===== config.mk =====
export PLATFORM = sky130hd
export DESIGN_NAME = req_master_flat
export DESIGN_NICKNAME = d
export VERILOG_FILES = /design/src/rtl/req_master_if.sv /design/src/rtl/req_master.sv /design/src/flat_wrapper.sv
export SDC_FILE = /design/constraint.sdc
export NUM_CORES = 1
export LEC_CHECK = 0
export BUFFER_PORTS_ARGS = -buffer_cell sky130_fd_sc_hd__clkbuf_2
export CAP_MARGIN = 0
export CORE_MARGIN = 4
export CORE_UTILIZATION = 55
export CTS_CLUSTER_DIAMETER = 120
export DETAILED_ROUTE_END_ITERATION = 7
export PLACE_DENSITY = 0.81
export SLEW_MARGIN = 5
export SYNTH_ARGS = -nofsm -noshare
export SYNTH_HDL_FRONTEND = slang
export SYNTH_SLANG_ARGS = --single-unit

===== constraint.sdc =====
create_clock -name clk -period 3.5 [get_ports clk]
set_input_delay 0.35 -clock clk [delete_from_list [all_inputs] [get_ports clk]]
set_output_delay 0.35 -clock clk [all_outputs]
set_load 0.02 [all_outputs]

===== src/rtl/req_master_if.sv =====
// req_master_if: command source handshake plus req/ack link to the responder.
//   cmd_valid : source offers one command
//   cmd_ready : requester can queue a command (push = cmd_valid & cmd_ready)
//   req       : level request to the responder, registered
//   ack       : one-cycle acknowledge from the responder
// Modports: master = req_master side, slave = source/responder side.
interface req_master_if;
  logic cmd_valid;
  logic cmd_ready;
  logic req;
  logic ack;

  modport master (
    input  cmd_valid,
    input  ack,
    output cmd_ready,
    output req
  );

  modport slave (
    output cmd_valid,
    output ack,
    input  cmd_ready,
    input  req
  );
endinterface


===== src/rtl/req_master.sv =====
// req_master: queues payload-less commands and drives a level req to a
// req/ack responder. Holds req until ack or until TIMEOUT cycles pass,
// then retires the command and leaves req low for one GAP cycle.
// Ports:
//   clk, rst_n : clock (rising edge), asynchronous active-low reset
//   bus        : req_master_if.master (cmd_valid/cmd_ready, req/ack)
//   done       : one-cycle pulse, command completed by ack
//   timeout    : one-cycle pulse, command abandoned
//   spurious   : one-cycle pulse, ack seen while not requesting
//   pending    : queued commands including the active one
//   done_cnt   : completed commands, wrapping
//   err_cnt    : timeouts plus spurious acks, wrapping
module req_master #(
  parameter int unsigned TIMEOUT = 16,
  parameter int unsigned DEPTH   = 4,
  parameter int unsigned CNT_W   = 8
) (
  input  logic                         clk,
  input  logic                         rst_n,
  req_master_if.master                 bus,
  output logic                         done,
  output logic                         timeout,
  output logic                         spurious,
  output logic [$clog2(DEPTH+1)-1:0]   pending,
  output logic [CNT_W-1:0]             done_cnt,
  output logic [CNT_W-1:0]             err_cnt
);

  localparam int unsigned PEND_W = $clog2(DEPTH + 1);
  localparam int unsigned WAIT_W = $clog2(TIMEOUT);

  typedef enum logic [1:0] {
    IDLE = 2'b00,
    REQ  = 2'b01,
    GAP  = 2'b10
  } state_t;

  state_t              state_q;
  state_t              state_d;
  logic [WAIT_W-1:0]   wait_q;
  logic                wait_expired;
  logic                push;
  logic                pop;
  logic                done_d;
  logic                timeout_d;
  logic                spurious_d;
  logic                req_d;

  // The queue is only an occupancy counter; a pop does not free a slot
  // for a push in the same cycle because ready looks at the registered count.
  assign bus.cmd_ready = (pending < PEND_W'(DEPTH));
  assign push          = bus.cmd_valid & bus.cmd_ready;
  assign wait_expired  = (wait_q == WAIT_W'(TIMEOUT - 1));

  // State register and registered outputs
  always_ff @(posedge clk or negedge rst_n) begin
    if (!rst_n) begin
      state_q  <= IDLE;
      bus.req  <= 1'b0;
      done     <= 1'b0;
      timeout  <= 1'b0;
      spurious <= 1'b0;
      pending  <= '0;
      wait_q   <= '0;
      done_cnt <= '0;
      err_cnt  <= '0;
    end else begin
      state_q  <= state_d;
      bus.req  <= req_d;
      done     <= done_d;
      timeout  <= timeout_d;
      spurious <= spurious_d;

      // Counter restarts on every entry into REQ, advances while held.
      if (state_q == REQ && state_d == REQ)
        wait_q <= wait_q + WAIT_W'(1);
      else
        wait_q <= '0;

      case ({push, pop})
        2'b10:   pending <= pending + PEND_W'(1);
        2'b01:   pending <= pending - PEND_W'(1);
        default: pending <= pending;
      endcase

      done_cnt <= done_cnt + CNT_W'(done_d);
      err_cnt  <= err_cnt + CNT_W'(timeout_d | spurious_d);
    end
  end

  // Next-state logic
  always_comb begin
    state_d = state_q;
    case (state_q)
      IDLE:    if (pending != '0) state_d = REQ;
      REQ:     if (bus.ack || wait_expired) state_d = GAP;
      GAP:     state_d = (pending != '0) ? REQ : IDLE;
      default: state_d = IDLE;
    endcase
  end

  // Output decode; ack beats an expiring wait counter on the same edge.
  always_comb begin
    done_d     = 1'b0;
    timeout_d  = 1'b0;
    spurious_d = 1'b0;
    if (state_q == REQ) begin
      done_d    = bus.ack;
      timeout_d = !bus.ack && wait_expired;
    end else begin
      spurious_d = bus.ack;
    end
    pop   = done_d | timeout_d;
    req_d = (state_d == REQ);
  end

endmodule


===== src/flat_wrapper.sv =====
// flat-port wrapper written by rule: the top's interface ports become plain ports
module req_master_flat 
#(
  parameter int unsigned TIMEOUT = 16,
  parameter int unsigned DEPTH   = 4,
  parameter int unsigned CNT_W   = 8
)
  (clk, rst_n, done, timeout, spurious, pending, done_cnt, err_cnt, bus_cmd_valid, bus_ack, bus_cmd_ready, bus_req);
  req_master_if bus_i ();
  input  logic clk;
  input  logic rst_n;
  output logic done;
  output logic timeout;
  output logic spurious;
  output logic [$clog2(DEPTH+1)-1:0] pending;
  output logic [CNT_W-1:0] done_cnt;
  output logic [CNT_W-1:0] err_cnt;
  input wire logic [$bits(bus_i.cmd_valid)-1:0] bus_cmd_valid;
  input wire logic [$bits(bus_i.ack)-1:0] bus_ack;
  output wire logic [$bits(bus_i.cmd_ready)-1:0] bus_cmd_ready;
  output wire logic [$bits(bus_i.req)-1:0] bus_req;
  assign bus_i.cmd_valid = bus_cmd_valid;
  assign bus_i.ack = bus_ack;
  assign bus_cmd_ready = bus_i.cmd_ready;
  assign bus_req = bus_i.req;
  req_master #(.TIMEOUT(TIMEOUT), .DEPTH(DEPTH), .CNT_W(CNT_W)) u_core (.clk(clk), .rst_n(rst_n), .bus(bus_i), .done(done), .timeout(timeout), .spurious(spurious), .pending(pending), .done_cnt(done_cnt), .err_cnt(err_cnt));
endmodule

==> impl_summary.log <==
[metrics] run status: completed
[metrics] area of the mapped netlist: 1190 um^2
[metrics] largest net degree at the start of global routing: 30
[metrics] number of violations of the max-capacitance limit: 0
[metrics] startpoint-to-endpoint class of the critical path: reg2reg
[metrics] number of instances in the synthesized netlist: 93
[metrics] IO Count: 28
[metrics] Min Clock Period, post-route: about 2000 ps
[metrics] wire length of the first global-routing pass: 3.20 mm
[metrics] critical path arrival: 2260 ps
[metrics] Worst Setup SP: u_core.wait_q[0]
[metrics] drt pass-1 iters: 4
[metrics] total wire length: 1.84 mm
[metrics] Final Cycle Share: 0.580
[metrics] Post-CTS Hold Buffers: 0
[metrics] final cell utilization of the core: 0.704
[metrics] R2R Path Start: u_core.wait_q[0]
[metrics] number of diodes added for antenna fixing: 0
[metrics] starting utilization of the core area: 0.596
[metrics] HPWL after detailed placement: between 1 and 1.5 mm
[metrics] CTS tree: yes
[metrics] Power Density: 840 nW/um^2
[metrics] worst skew pair latency: 310 ps
[metrics] total via count after detailed routing: 756
[metrics] clock skew after layout: 6.07 ps
[metrics] number of clock buffers inserted by TritonCTS: 5
[metrics] cell internal pwr: around 700 uW
[metrics] Via-to-Cell Ratio: between 4 and 5
[metrics] required time at the endpoint of the critical path: around 3700 ps
[metrics] average detailed-routed wire length per instance: 11.9 um
[metrics] clock-pin slew reported for the worst setup and hold paths after clock tree synthesis: around 90 ps
[metrics] overall fraction of global-route tracks in use: 0.157
[metrics] vertical extent of the die: around 55 um
[metrics] # DRC: 0
[metrics] critical path, cell by cell: ha_1, nand3_1, a21oi_1, ha_1, inv_1, fa_1, xor2_1, nor2_1, xnor2_1
[metrics] endpoint of the worst-slack reg-to-reg timing path: u_core.pending[2]
[metrics] post-CTS setup buffer count: 0
[metrics] number of global-route vias before repair: roughly 750
[metrics] master of the slowest instance on the critical path: sky130_fd_sc_hd__dfrtp_1
[metrics] slew at the pin with the worst max-slew slack: 679 ps
[metrics] biggest area consumer among synthesized cells: sky130_fd_sc_hd__dfrtp_1
[metrics] Num Clock Sinks: 29
[metrics] global placer's final weighted congestion: roughly 0.77
[metrics] antenna violations before repair: 0
[metrics] depth of the most critical reg-to-reg path: 9
[metrics] net load switching power: about 480 uW
[metrics] Total Neg Setup Slack: 0 ps
[metrics] die area: 2980 um^2
[metrics] final net count: approximately 140
[metrics] highest fanout seen on the critical path: 4
[metrics] dpl ws: about 1500 ps
[metrics] sequential fraction of design power: 0.454
[metrics] most frequent cell on the critical path: sky130_fd_sc_hd__ha_1
[metrics] portion of synthesized cell area occupied by the leading cell type: 0.609
[metrics] Seq cells post-synth: 29
[metrics] remaining global-route overflow: 0
[metrics] number of instances resized during post-cts repair: 0
[metrics] quantity of I/O buffers inserted on ports: 27
[metrics] asr flop ratio synth: 1.00
[metrics] Syn Nets: ~100
[metrics] critical path capture point: u_core.pending[2]
[metrics] fmax: about 0.49 GHz
[metrics] FF-to-FF setup slack: 1470 ps
[metrics] Die Width: 54.6 um
[metrics] number of hold violations in the final report: 0
[metrics] endpoint type of the worst setup path: flip-flop
[metrics] mean instance size in the synthesized netlist: approximately 13 um^2
[metrics] biggest area contributors in the synthesized netlist: sky130_fd_sc_hd__dfrtp_1 (61%), sky130_fd_sc_hd__xnor2_1 (7.3%), sky130_fd_sc_hd__ha_1 (6.3%), sky130_fd_sc_hd__xor2_1 (5.1%), sky130_fd_sc_hd__nand3_1 (3.4%)
[metrics] clk buf depth: 2
[metrics] drt first-iter violations: 1
[metrics] Leak Pwr: roughly 0.00073 uW
[metrics] part of the power in combinational logic: 0.391
[metrics] switching power as a share of total power: 0.404
[metrics] max_slew headroom: 0.548
[metrics] worst ir drop on vdd: slightly above 600 uV
[metrics] part of the Yosys area used for sequential elements: 0.609
[metrics] power share of the clock group: 0.155
[metrics] post-synthesis cell type count: 21
[metrics] flip-flop cell with the highest count after synthesis: sky130_fd_sc_hd__dfrtp_1
[metrics] area of the placeable core: between 2000 and 2500 um^2
[metrics] ratio of cells with drive above 1 in the final layout: 0.297
[metrics] most frequent cell after synthesis: sky130_fd_sc_hd__dfrtp_1
[metrics] path type of the worst min-delay path: in2async
[metrics] Startpoint Class: flip-flop
[metrics] Final Setup Violations: 0
[metrics] max-slew violation total from the final report: 0
[metrics] cell row count: 16
[metrics] maximum level of the CTS H-tree: 2
[metrics] number of nets with antenna violations after routing: 0
[metrics] number of flops mapped to enable cells by yosys: 0
[metrics] synthesis warning total: 0
[metrics] P&R area growth vs syn: 18.3%
[metrics] most frequent cells after synthesis: sky130_fd_sc_hd__dfrtp_1 (29), sky130_fd_sc_hd__xnor2_1 (10), sky130_fd_sc_hd__nand3_1 (8)
[metrics] unrepaired setup endpoints after global routing: false
[metrics] fill cell count: between 150 and 200
[metrics] worst-case setup margin in the final layout: 1470 ps
[metrics] buffer cell driving the clock tree root: sky130_fd_sc_hd__clkbuf_4
[metrics] worst stage delay on the critical path: ~370 ps
==> layout make-up <==
class	count	area (um^2)	area share
inverter	6	22.5	0.0160
sequential	29	726	0.515
tap	27	33.8	0.0240
clock buffer	8	48.8	0.0346
multi-input combinational	58	444	0.315
timing repair buffer	27	135	0.0958
==> through the flow <==
stage               power, uW  instance area [um^2]  hold slack (ps)  std cells
finish                   1180                  1410             62.5        155
floorplan                 856                  1190             54.4         93
detailed placement       1020                  1360              434        147
CTS                      1210                  1410             88.3        155
global placement          997                  1360              415        147
global route             1280                  1410              114        155
==> cells by family (layout without fill, tap and decap cells) <==
family | count (synthesis) | count (layout) | share of synthesized area
compound gates | 4 | 4 | 0.0168
xor+xnor | 17 | 17 | 0.125
mux | 1 | 1 | 0.00839
fa+ha+maj | 7 | 7 | 0.0797
simple gates | 29 | 29 | 0.143
flops | 29 | 29 | 0.609
buf+inv | 6 | 41 | 0.0189
==> power groups by stage <==
stage          sequential [uW]  clock, uW  combinational [uW]
2_1_floorplan              650          0                 206
3_3_place_gp               543          0                 454
3_5_place_dp               547          0                 470
4_1_cts                    541        193                 474
5_1_grt                    556        208                 518
6_report                   538        183                 463
==> worst min-delay path by stage <==
stage / startpoint / end / slack [ps]
floorplan: rst_n / u_core.bus.req / 50
global placement: rst_n / u_core.done_cnt[5] / 410
detailed placement: rst_n / u_core.done_cnt[7] / 430
CTS: rst_n / u_core.err_cnt[5] / 90
global route: rst_n / u_core.done_cnt[7] / 110
finish: rst_n / u_core.err_cnt[5] / 60
==> critical path, delay by kind of cell, from the launching register on <==
family	cells	cell delay, ps
AND/OR/NAND/NOR	2	270
flip-flops	1	370
XOR/XNOR	2	280
adder cells (fa/ha/maj)	3	770
buffers and inverters	1	60
AO/OA/AOI/OAI	1	200
==> per-layer routing <==
| layer | GRT usage | share of wire | up-vias |
|---|---|---|---|
| li1 | - | - | 372 |
| met4 | 0.0705 | 0.017 | 0 |
| met1 | 0.191 | 0.43 | 358 |
| met3 | 0.0599 | 0.063 | 5 |
| met2 | 0.245 | 0.49 | 21 |
| met5 | 0 | 0 | - |
==> layout by cell type (no fill, tap or decap) <==
cell,instances
sky130_fd_sc_hd__clkbuf_1,3
sky130_fd_sc_hd__nand3_2,1
sky130_fd_sc_hd__nor3_2,2
sky130_fd_sc_hd__mux2i_1,1
sky130_fd_sc_hd__and3_1,2
sky130_fd_sc_hd__dfrtp_1,29
sky130_fd_sc_hd__and3_2,1
sky130_fd_sc_hd__nand2b_4,1
sky130_fd_sc_hd__nand2_1,3
sky130_fd_sc_hd__nand3_1,8
sky130_fd_sc_hd__fa_1,1
sky130_fd_sc_hd__nor3_1,2
sky130_fd_sc_hd__ha_1,6
sky130_fd_sc_hd__clkbuf_4,5
sky130_fd_sc_hd__o21ai_0,2
sky130_fd_sc_hd__or2_1,1
sky130_fd_sc_hd__clkbuf_2,27
sky130_fd_sc_hd__nor2_1,6
sky130_fd_sc_hd__inv_1,6
sky130_fd_sc_hd__and2_4,1
sky130_fd_sc_hd__xnor2_1,10
sky130_fd_sc_hd__a21oi_1,2
sky130_fd_sc_hd__xor2_1,7
sky130_fd_sc_hd__nand3b_1,1
==> sequential cells by signal, summed over array words and instances, names as in the netlist <==
register	cells
u_core.pending	3
u_core.state_q	2
u_core.err_cnt	8
u_core.done_cnt	8
u_core.bus.req	1
u_core.wait_q	4
u_core.spurious	1
u_core.timeout	1
u_core.done	1
(Power assumes the default switching activity.)
